**src/rtl/booth_seq_mult_if.sv**
```systemverilog
// rtl/booth_seq_mult_if.sv - addsub connection bundle for the Booth multiplier
interface booth_seq_mult_if #(
  parameter int DW = 8
);
  logic [DW:0] as_dataa;
  logic [DW:0] as_datab;
  logic        as_add_sub;
  logic [DW:0] as_result;

  modport master (
    output as_dataa,
    output as_datab,
    output as_add_sub,
    input  as_result
  );

  modport slave (
    input  as_dataa,
    input  as_datab,
    input  as_add_sub,
    output as_result
  );
endinterface

```
**src/rtl/booth_seq_mult.sv**
```systemverilog
// rtl/booth_seq_mult.sv - sequential signed radix-2 Booth multiplier, one step per clock
module booth_seq_mult #(
  parameter int DW = 8
) (
  input  logic                 clk,
  input  logic                 rst_n,
  input  logic                 start,
  input  logic [DW-1:0]        multiplicand,
  input  logic [DW-1:0]        multiplier,
  output logic                 busy,
  output logic                 done,
  output logic [2*DW-1:0]      product,
  booth_seq_mult_if.master     as_bus
);
  localparam int CW = $clog2(DW) + 1;

  typedef enum logic [1:0] {IDLE, RUN, DONE} state_t;

  state_t        state;
  logic [DW:0]   a;
  logic [DW:0]   m;
  logic [DW-1:0] q;
  logic          q_1;
  logic [CW-1:0] count;
  logic [DW:0]   s;

  assign as_bus.as_dataa   = a;
  assign as_bus.as_datab   = m;
  assign as_bus.as_add_sub = !((state == RUN) && q[0] && !q_1);

  // Only pairs 01/10 take the addsub result; 00/11 just shift A.
  always_comb begin
    s = a;
    if (q[0] != q_1) s = as_bus.as_result;
  end

  always_ff @(posedge clk or negedge rst_n) begin
    if (!rst_n) begin
      state   <= IDLE;
      a       <= '0;
      m       <= '0;
      q       <= '0;
      q_1     <= 1'b0;
      count   <= '0;
      product <= '0;
      busy    <= 1'b0;
      done    <= 1'b0;
    end else begin
      case (state)
        IDLE: begin
          done <= 1'b0;
          if (start) begin
            a     <= '0;
            m     <= {multiplicand[DW-1], multiplicand};
            q     <= multiplier;
            q_1   <= 1'b0;
            count <= CW'(DW);
            busy  <= 1'b1;
            state <= RUN;
          end
        end
        RUN: begin
          a     <= {s[DW], s[DW:1]};
          q     <= {s[0], q[DW-1:1]};
          q_1   <= q[0];
          count <= count - 1'b1;
          if (count == CW'(1)) begin
            // Post-shift {A[DW-1:0],Q} collapses to {S, Q[DW-1:1]}.
            product <= {s, q[DW-1:1]};
            done    <= 1'b1;
            state   <= DONE;
          end
        end
        DONE: begin
          done  <= 1'b0;
          busy  <= 1'b0;
          state <= IDLE;
        end
        default: begin
          done  <= 1'b0;
          busy  <= 1'b0;
          state <= IDLE;
        end
      endcase
    end
  end
endmodule

```
**src/flat_wrapper.sv**
```systemverilog
// flat-port wrapper written by rule: the top's interface ports become plain ports
module booth_seq_mult_flat 
#(
  parameter int DW = 8
)
  (clk, rst_n, start, multiplicand, multiplier, busy, done, product, as_bus_as_dataa, as_bus_as_datab, as_bus_as_add_sub, as_bus_as_result);
  booth_seq_mult_if #(.DW(DW)) as_bus_i ();
  input  logic clk;
  input  logic rst_n;
  input  logic start;
  input  logic [DW-1:0] multiplicand;
  input  logic [DW-1:0] multiplier;
  output logic busy;
  output logic done;
  output logic [2*DW-1:0] product;
  output wire logic [$bits(as_bus_i.as_dataa)-1:0] as_bus_as_dataa;
  output wire logic [$bits(as_bus_i.as_datab)-1:0] as_bus_as_datab;
  output wire logic [$bits(as_bus_i.as_add_sub)-1:0] as_bus_as_add_sub;
  input wire logic [$bits(as_bus_i.as_result)-1:0] as_bus_as_result;
  assign as_bus_as_dataa = as_bus_i.as_dataa;
  assign as_bus_as_datab = as_bus_i.as_datab;
  assign as_bus_as_add_sub = as_bus_i.as_add_sub;
  assign as_bus_i.as_result = as_bus_as_result;
  booth_seq_mult #(.DW(DW)) u_core (.clk(clk), .rst_n(rst_n), .start(start), .multiplicand(multiplicand), .multiplier(multiplier), .busy(busy), .done(done), .product(product), .as_bus(as_bus_i));
endmodule
```
**config.mk**
```make
export PLATFORM = sky130hd
export DESIGN_NAME = booth_seq_mult_flat
export DESIGN_NICKNAME = d
export VERILOG_FILES = /design/src/rtl/booth_seq_mult_if.sv /design/src/rtl/booth_seq_mult.sv /design/src/flat_wrapper.sv
export SDC_FILE = /design/constraint.sdc
export NUM_CORES = 1
export LEC_CHECK = 0
export ABC_AREA = 1
export CORE_MARGIN = 4
export CORE_UTILIZATION = 49
export DETAILED_ROUTE_END_ITERATION = 8
export PLACE_DENSITY_LB_ADDON = 0.12
export SYNTH_ARGS = -nofsm -noshare
export SYNTH_HDL_FRONTEND = slang
export SYNTH_SLANG_ARGS = --single-unit
```
**constraint.sdc**
```tcl
create_clock -name clk -period 4 [get_ports clk]
set_input_delay 0.8 -clock clk [delete_from_list [all_inputs] [get_ports clk]]
set_output_delay 0.8 -clock clk [all_outputs]
set_load 0.02 [all_outputs]
```
### Yosys cells after proc, flatten, opt, wreduce, memory -nomap -nowiden

Index checks and enable logic that the tools add are counted.
Widths: inputs -> output; s select.

* register bits after elaboration: 50
* bits of input ports: 28
* output and inout port bits: 37
* word-level logic and storage cells: 43

* $add $sub $neg: 1
* equal/unequal tests: 5
* multiplexer cells: 16
* bitwise operators: 1
* reduce and logical (&&, ||, !) cells: 11

Operators with widths (count)
* $mux 9: 2
* $pmux 9 s2: 1
* $pmux 8 s2: 1
* $reduce_and 2->1: 5
* $mux 8: 1
* $pmux 4 s2: 1
* $eq 4x1->1 const B: 1
* $mux 1: 4
* $mux 2: 2
* $mux 4: 1
* $ne 2x2->1 const B: 2
* $pmux 1 s2: 2
* $pmux 2 s2: 1
* $sub 4x1->4 const B: 1
* $eq 2x1->1 const B: 1
* $logic_and 1x1->1: 2
* $logic_not 1->1: 2
* $logic_not 2->1: 1
* $reduce_bool 2->1: 1
* $ne 1x1->1: 1
* $not 1->1: 1

### Longest topological paths before layout

Gate-level depths: netlist of the first run.

* word-level depth: 4
* gate-level depth with buffers: 7
* gate-level depth less buffers: 6

### Worst setup path before layout of the first run

OpenSTA, ideal clock, no wires.

* kind: register to output
* from: reg u_core.state[0]
* to: out as_bus_as_add_sub
* arrival time: 1011 ps
* required time: 3200 ps
* path slack: 2189 ps
* stages on the path, launching flop included: 5
* buffers on the path: 1
* cell sequence: dfrtp_1 > inv_2 > nor2_4 > buf_2 > nand3_1

* word-level cells in the longest chain between the ends: 4

RTL lines
* start, declared: RTL line booth_seq_mult.sv:19 `state_t state;`
* start signal, assigned: RTL line booth_seq_mult.sv:39 `state <= IDLE;`
* start signal, assigned: RTL line booth_seq_mult.sv:59 `state <= RUN;`
* start signal, assigned: RTL line booth_seq_mult.sv:71 `state <= DONE;`
* $eq 2x1->1: RTL line booth_seq_mult.sv:29 `assign as_bus.as_add_sub = !((state == RUN) && q[0] && !q_1);`
* $logic_and 1x1->1 (2 in series): RTL line booth_seq_mult.sv:29
* $logic_not 1->1: RTL line booth_seq_mult.sv:29
* end, declared: RTL line flat_wrapper.sv:18 `output wire logic [$bits(as_bus_i.as_add_sub)-1:0] as_bus_as_add_sub;`

Every way passes these cells.

### Worst setup path in the final report of the first run

Same ends and word-level chain as after synthesis.

==> impl_metrics.toml, run 1 <==
[synth]
synth-async-reset-ratio_pct = 100.0
yosys_register_bits = 49
synth_enable_flop_cells = 0
synth_cells = 277
yosysSeqAreaShare_pct = 53.99
avgSynthCellArea_um2 = 8.198
ys_types = 21
synth-warning-count = 0
synth_ff_type = "dfrtp_1"
synth_area_um2 = 2271
postSynthNetCount = 307

[final_layout]
area_growth_pct = 32.40
final_nets = 368
n_antenna_cell = 0
fillCellCount = 389
drive_gt1_share_pct = 5.015
fin_util_pct = 68.11

[floorplan]
die_x_um = 76.08
pin_count = 65
die_area_um2 = 5787
initial_core_util_pct = 51.45
die_y_um = 76.08
row_count = 24
core_um2 = 4414

[timing]
fin_ws_ps = 1253
rsz0062_at_grt = "false"
finalSetupViolations = 0
slew_viol_final = 0
fin_skew_ps = 5.873
period_share_pct = 68.68
slew-limit-headroom_pct = 28.65
hold_viol_final = 0
tightest_slew_ps = 1070
tns_ps = 0
fmax_mhz = 364.0
post-route-min-period_ps = 2747

[pwr]
switching_share_pct = 42.23
combPwrFrac_pct = 51.5
finalPower_mw = 2.566
p_clk_share_pct = 14.2
power.density_nw_per_um2 = 853.6
max-vdd-ir-drop_mv = 0.4438
p_int_mw = 1.483
p_leak_nw = 1.536
pwr-share-seq_pct = 34.3
p_sw_mw = 1.084

[worst_setup_path]
r2r-end = "u_core.product[10]"
max_stage_delay_ps = 570
path_buf_inv = 2
rrSetupSlack_ps = 2400
worstSetupEndpointType = "output pin"
required_ps = 3200
worst_r2r_path_depth = 5
crit_arrival_ps = 1950
worstSetupPathDepth = 4
crit_chain = "inv_2 -> nor2_4 -> nand3_1 -> clkdlybuf4s50_1"
timing.rr.start = "u_core.state[0]"
path_class = "reg2out"
endpoint = "as_bus_as_add_sub"
startpoint_type = "flop"
critPathLaunch = "u_core.state[0]"
slowest_stage = "clkdlybuf4s50_1"
crit_family = "buffers and inverters"
cp_max_fo = 16

[global_route]
grt_pass1_wl_mm = 8.818
grt_use_met3_pct = 4.610
grtUsageMet1_pct = 22.46
grt_overflow = 0
grtUsageMet2_pct = 31.16
grtUsageTotal_pct = 18.02
antenna_found_initial = 0
grt_max_degree = 50
grt_pass1_vias = 1977
grt-busiest-layer = "met2"

[clock_tree]
cts.path.max_buffers = 2
htreeDepth = 2
cts_tree = "yes"
cts.hold.buffers_added = 0
cts_setup_buffers = 0
cts_buffers = 5
clkLatencyLatePin_ps = 300
postCtsResizedCells = 0
cts_sinks = 49
path_clk_slew_ps = 90
cts-root-buf = "clkbuf_8"

[routing]
postRouteAntennaNets = 0
via_count = 1962
drtPass1Iterations = 4
drc_errors = 0
routed_wl_mm = 5.150
wl_per_cell_um = 13.17
drtIter0Drc = 71
vias_per_cell = 5.018

[place]
numPortBuffers = 64
pre_cts_slack_ps = 1593
dpl.hpwl_mm = 3.469
gp_congestion = 0.8189

[run_status]
status = "complete, no violations"

[flow_run]
drv_cap = 0

[worst_hold_path]
hold_path_class = "reg2reg"
[how the worst min path moves through the flow]
stage	startpoint	slack, ps	endpoint	cells past startpoint
2_1_floorplan	u_core.q[1]	450	u_core.product[0]	2
3_3_place_gp	u_core.product[1]	450	u_core.product[1]	2
3_5_place_dp	u_core.product[1]	460	u_core.product[1]	2
4_1_cts	u_core.product[1]	480	u_core.product[1]	2
5_1_grt	u_core.q[5]	500	u_core.product[4]	2
6_report	u_core.product[1]	480	u_core.product[1]	2
[synthesized netlist by cell type (2+ instances only)]
master / n / share of area [%]
o21ai_0: 4 / 0.88
inv_2: 3 / 0.50
nand3_1: 44 / 9.7
o21ai_1: 3 / 0.66
buf_2: 2 / 0.44
nor2_4: 2 / 0.99
nand2_1: 120 / 20
o22ai_1: 3 / 0.83
inv_1: 26 / 4.3
nor2_1: 4 / 0.66
dfrtp_1: 49 / 54
ha_1: 2 / 1.1
buf_4: 5 / 1.7
buf_6: 3 / 1.5
[routing by layer]
layer  part of all wire, %  routed length [um]  up-vias
met4                   1.2                  60        0
met2                    49                2543       60
met5                     0                   0        -
met1                    43                2222      909
li1                      -                   -      985
met3                   6.3                 323        8
[cell usage in the layout, fill, tap and decap left out]
cell type          n
nand3_1           44
o21ai_0            4
dfrtp_1           49
bufinv_16          1
nand2_1          120
nand2_2            1
inv_2              3
nand4_4            1
ha_1               2
buf_2              1
nand3_2            1
nand2_4            1
inv_1             26
clkdlybuf4s50_1   63
nor2_4             2
nor2_1             4
o21ai_1            3
clkbuf_8           6
xnor2_1            1
clkbuf_1           1
a21oi_1            1
nor3_1             1
o22ai_1            3
[worst min-delay path: stages (launching register included)]
cell and delay (ps):
dfrtp_1 350, nand2_1 50, nand2_1 50
[registers in the layout, indices dropped and copies added (netlist names)]
signal and count:
u_core.state 2, u_core.as_bus.as_datab 8, u_core.q 8, u_core.count 4, u_core.product 16, u_core.done 1
u_core.busy 1, u_core.q_1 1, u_core.as_bus.as_dataa 8
[power groups by stage]
stage / logic [mW] / registers [mW] / clock network, mW
floorplan: 0.644 / 1.07 / 0
global placement: 1.30 / 0.888 / 0
detailed placement: 1.32 / 0.888 / 0
CTS: 1.33 / 0.882 / 0.369
global route: 1.46 / 0.913 / 0.385
finish: 1.32 / 0.881 / 0.365
[cell type report]
type | count | area (um2) | share of cell area (%)
Sequential cell | 49 | 1226 | 40.78
Multi-Input combinational cell | 189 | 854.6 | 28.42
Timing Repair Buffer | 64 | 635.6 | 21.14
Inverter | 29 | 108.9 | 3.620
Clock buffer | 7 | 86.33 | 2.871
Tap cell | 52 | 65.06 | 2.164
Clock inverter | 1 | 30.03 | 0.9988
[cells by family after synthesis]
| kind of cell | Yosys count | share of synthesized area (%) |
|---|---|---|
| XOR/XNOR | 1 | 0.3857 |
| AO/OA/AOI/OAI | 11 | 2.589 |
| buffers and inverters | 39 | 8.375 |
| flip-flops | 49 | 53.99 |
| AND/OR/NAND/NOR | 175 | 33.55 |
| adder cells (fa/ha/maj) | 2 | 1.102 |
[metrics by stage]
stage          cells  hold slack, ps  instance area [um2]
3_5_place_dp     383           459.2                 2890
5_1_grt          391           502.3                 3007
2_1_floorplan    277           448.9                 2271
3_3_place_gp     383           452.1                 2890
6_report         391           477.2                 3007
4_1_cts          391           480.8                 3007
(Power assumes the default switching activity.)
==> run 2, diff against run 1 <==
CORE_UTILIZATION = 47   (was 49)
clock period = 2.53 ns   (was 4 ns; I/O delays follow)
==> run 2 against run 1 <==
Global-route usage up 0.88 points. Clock power up 22%. Register-to-register slack lost 1400 ps. Critical path depth is the same. Final cell count up 1.3%. Wire length is 0.80% higher. Flip-flop and latch count did not move. Hold slack worse by 180 ps. First-iteration DRC count grew 63%. Cell area is 0.29% lower. Highest routed layer unchanged.
==> impl_metrics.toml, run 2 (synthesis results as in run 1) <==
[clock_tree]
htreeDepth = 2
cts_setup_buffers = 0
cts_sinks = 49
cts_buffers = 5
path_clk_slew_ps = 90
cts.hold.buffers_added = 0
postCtsResizedCells = 0
cts-root-buf = "clkbuf_8"
clkLatencyLatePin_ps = 300
cts_tree = "yes"
cts.path.max_buffers = 2

[final_layout]
final_nets = 371
drive_gt1_share_pct = 5.848
mostFrequentLayoutCells = "120 x nand2_1, 63 x clkdlybuf4s50_1, 49 x dfrtp_1, 44 x nand3_1, 26 x inv_1"
layout_commonest_cell = "nand2_1"
area_growth_pct = 32.01
regMostFlops = "u_core.product"
final_area_um2 = 2998
largest_reg_flops = 16
n_antenna_cell = 0

[timing]
fmax_mhz = 458.8
tns_ps = 0
tightest_slew_ps = 823.1
finalSetupViolations = 0
slew-limit-headroom_pct = 45.13
post-route-min-period_ps = 2180
hold_viol_final = 0
rsz0062_at_grt = "false"
slew_viol_final = 0
period_share_pct = 86.16
fin_skew_ps = 6.057

[floorplan]
die_area_um2 = 6008
die_y_um = 77.51
pin_count = 65
row_count = 25
die_x_um = 77.51
initial_core_util_pct = 48.40
core_um2 = 4692

[place]
dpl_cell_area_um2 = 2915
gp_congestion = 0.8302
dpl.hpwl_mm = 3.675
numPortBuffers = 64

[global_route]
grt_overflow = 0
grtUsageTotal_pct = 18.89
antenna_found_initial = 0
grt-busiest-layer = "met2"
grt_max_degree = 38
grt_pass1_vias = 1984
grtUsageMet1_pct = 26.36
grt_use_met3_pct = 3.828
grt_pass1_wl_mm = 9.142
grtUsageMet2_pct = 29.10

[worst_hold_path]
hold_path_class = "in2async"

[routing]
drc_errors = 0
postRouteAntennaNets = 0
via_count = 1968
vias_per_cell = 4.970
drtIter0Drc = 116
wl_per_cell_um = 13.11
drtPass1Iterations = 4
routed_wl_mm = 5.191

[worst_setup_path]
path_class = "reg2out"
crit_arrival_ps = 1670
startpoint_type = "flop"
cp_max_fo = 11
required_ps = 2020
worstSetupEndpointType = "output pin"

[pwr]
p_leak_nw = 1.537
power.density_nw_per_um2 = 1318
max-vdd-ir-drop_mv = 0.5918

[flow_run]
drv_cap = 0

[run_status]
status = "complete, no violations"
==> run 2: cell types whose count changed in the layout (fill, tap and decap cells not counted) <==
cell       previous run  this run
clkinv_2              0         2
bufinv_16             1         0
clkbuf_8              6         5
buf_4                 0         3
==> run 2: metal layers <==
layer,vias up,wire [um],share of wire (%)
met1,897,2459,47
met5,-,0,0
met2,73,2308,44
li1,991,-,-
met3,7,365,7.0
met4,0,57,1.1
==> run 2: path summary, 6_finish.rpt <==
kind / start / endpoint / depth (start not counted) / slack (ps)
hold reg to reg: u_core.product[1] / u_core.product[1] / 2 / 470
hold / removal: rst_n / u_core.product[4] / 1 / 290
setup / recovery: u_core.state[0] / as_bus_as_add_sub / 4 / 350
setup reg to reg: u_core.count[1] / u_core.product[8] / 6 / 1030
max in group asynchronous: rst_n / u_core.as_bus.as_datab[0] / 2 / 1600
min in group clk: u_core.product[1] / u_core.product[1] / 2 / 470
==> run 2: final cells by class <==
cell class,instances,area (um2)
Tap cell,54,67.56
Clock buffer,6,72.57
Inverter,29,108.9
Multi-Input combinational cell,189,854.6
Sequential cell,49,1226
Timing Repair Buffer,67,658.1
Fill cell,422,1694
Clock inverter,2,10.01
==> run 2: power breakdown <==
| group | internal (mW) | leakage (nW) | switching [mW] |
|---|---|---|---|
| Clock | 0.192 | 0.0450 | 0.255 |
| Sequential | 1.16 | 0.601 | 0.246 |
| Combinational | 0.874 | 0.890 | 1.22 |
| Total | 2.23 | 1.54 | 1.72 |
==> run 2: worst max-delay path: stages, from the launching register on <==
cell and delay [ps]:
dfrtp_1 430, inv_2 190, nor2_4 50, nand3_1 90, clkdlybuf4s50_1 610
==> run 2: per-stage QoR <==
| stage | hold slack (ps) | worst slack, ps | power (mW) | instances | util [%] |
|---|---|---|---|---|---|
| 4_1_cts | 324.7 | 326.8 | 3.991 | 396 | 63.89 |
| 3_3_place_gp | 453.9 | 674.1 | 3.479 | 388 | 62.13 |
| 2_1_floorplan | 210.4 | 1013 | 2.714 | 277 | - |
| 3_5_place_dp | 458.4 | 664.7 | 3.535 | 388 | 62.13 |
| 5_1_grt | 375.0 | 255.1 | 4.283 | 396 | 63.89 |
| 6_report | 293.5 | 350.2 | 3.951 | 396 | 63.89 |
==> run 3, diff against run 2 <==
CORE_ASPECT_RATIO = 0.9   (was unset)
==> run 3 against run 2 <==
Die area about the same. Largest cell class unchanged. Critical path type unchanged. Non-clock buffer count did not move. Maximum frequency about the same.
==> impl_metrics.toml, run 3 (synthesis results as in run 1) <==
[run_status]
status = "complete, no violations"

[timing]
post-route-min-period_ps = 2181
rsz0062_at_grt = "false"
tns_ps = 0
period_share_pct = 86.20
hold_viol_final = 0
fmax_mhz = 458.5
tightest_slew_ps = 527.3
slew-limit-headroom_pct = 64.72
slew_viol_final = 0
fin_skew_ps = 7.370
finalSetupViolations = 0

[global_route]
grt_pass1_vias = 1951
grt_max_degree = 22
grt_overflow = 0
grt_pass1_wl_mm = 8.907
grtUsageTotal_pct = 19.33
antenna_found_initial = 0

[final_layout]
largest_reg_flops = 16
layout_commonest_cell = "nand2_1"
final_area_um2 = 3022
drive_gt1_share_pct = 6.140
mostFrequentLayoutCells = "120 x nand2_1, 63 x clkdlybuf4s50_1, 49 x dfrtp_1, 44 x nand3_1, 26 x inv_1"
n_antenna_cell = 0
final_nets = 371
area_growth_pct = 33.06
regMostFlops = "u_core.product"

[routing]
met2WireLength_mm = 2.442
drc_errors = 0
drt-met1-wl_mm = 2.473
vias_per_cell = 4.911
wl_per_cell_um = 13.08
routed_wl_mm = 5.283
drtIter0Drc = 101
postRouteAntennaNets = 0
drtPass1Iterations = 4
wl_met3_um = 341
via_count = 1984
highest_layer = "met4"

[worst_setup_path]
rrSetupSlack_ps = 970
worst_r2r_path_depth = 6
required_ps = 2020
startpoint_type = "flop"
worstSetupEndpointType = "output pin"
cp_max_fo = 11
r2r-end = "u_core.product[12]"
timing.rr.start = "u_core.count[1]"
crit_arrival_ps = 1670
path_class = "reg2out"

[clock_tree]
htreeDepth = 2
cts_setup_buffers = 0
cts.hold.buffers_added = 0
cts_buffers = 5
cts_tree = "yes"
path_clk_slew_ps = 90
cts-root-buf = "clkbuf_8"
postCtsResizedCells = 0
clkLatencyLatePin_ps = 300
cts.path.max_buffers = 2
cts_sinks = 49

[floorplan]
row_count = 23
pin_count = 65
die_x_um = 81.27
initial_core_util_pct = 49.94
die_area_um2 = 6010
die_y_um = 73.95
core_um2 = 4547

[worst_hold_path]
hold_path_class = "in2async"

[pwr]
p_leak_nw = 1.543
power.density_nw_per_um2 = 1317
max-vdd-ir-drop_mv = 0.7262

[place]
gp_congestion = 0.7949
dpl_cell_area_um2 = 2925
dpl.hpwl_mm = 3.722
numPortBuffers = 64

[flow_run]
drv_cap = 0
-- run 3: cell counts in the layout (fill, tap and decap cells not counted) --
Identical to the previous run, type by type.
-- run 3: how the worst max path moves through the flow --
stage                     from                end  depth (start not counted)
2_1_floorplan  u_core.state[0]  as_bus_as_add_sub                          4
3_5_place_dp             start        u_core.q[7]                          7
6_report       u_core.state[0]  as_bus_as_add_sub                          4
5_1_grt        u_core.state[0]  as_bus_as_add_sub                          4
3_3_place_gp   u_core.state[0]  as_bus_as_add_sub                          4
4_1_cts        u_core.state[0]  as_bus_as_add_sub                          4
-- run 3: power breakdown --
group / switching, mW / internal, mW
clock network: 0.256 / 0.222
registers: 0.240 / 1.16
logic: 1.23 / 0.875
total: 1.72 / 2.26
-- run 3: layout make-up --
cell class                      count  area (um2)
Clock buffer                        6       82.58
Inverter                           29       108.9
Clock inverter                      2       13.76
Tap cell                           62       77.57
Multi-Input combinational cell    189       854.6
Timing Repair Buffer               67       658.1
Sequential cell                    49        1226
Fill cell                         430        1525
-- run 3: routing by layer --
layer  vias up  track usage (%)
met3         2            4.843
li1        995                -
met4         0            6.191
met1       928            25.40
met5         -                0
met2        59            31.65
-- run 3: metrics by stage --
step | util (%) | instances | total power [mW] | hold slack, ps | setup WS [ps]
2_1_floorplan | - | 277 | 2.714 | 210.4 | 1013
3_3_place_gp | 64.34 | 396 | 3.479 | 453.3 | 696.7
3_5_place_dp | 64.34 | 396 | 3.519 | 457.4 | 657.3
4_1_cts | 66.46 | 404 | 4.013 | 168.7 | 341.8
5_1_grt | 66.46 | 404 | 4.312 | 184.2 | 272.1
6_report | 66.46 | 404 | 3.980 | 159.1 | 349.1
-- run 3: critical path, cell delays in order, from the launching register on --
cell	delay, ps
dfrtp_1	430
inv_2	200
nor2_4	50
nand3_1	80
clkdlybuf4s50_1	610
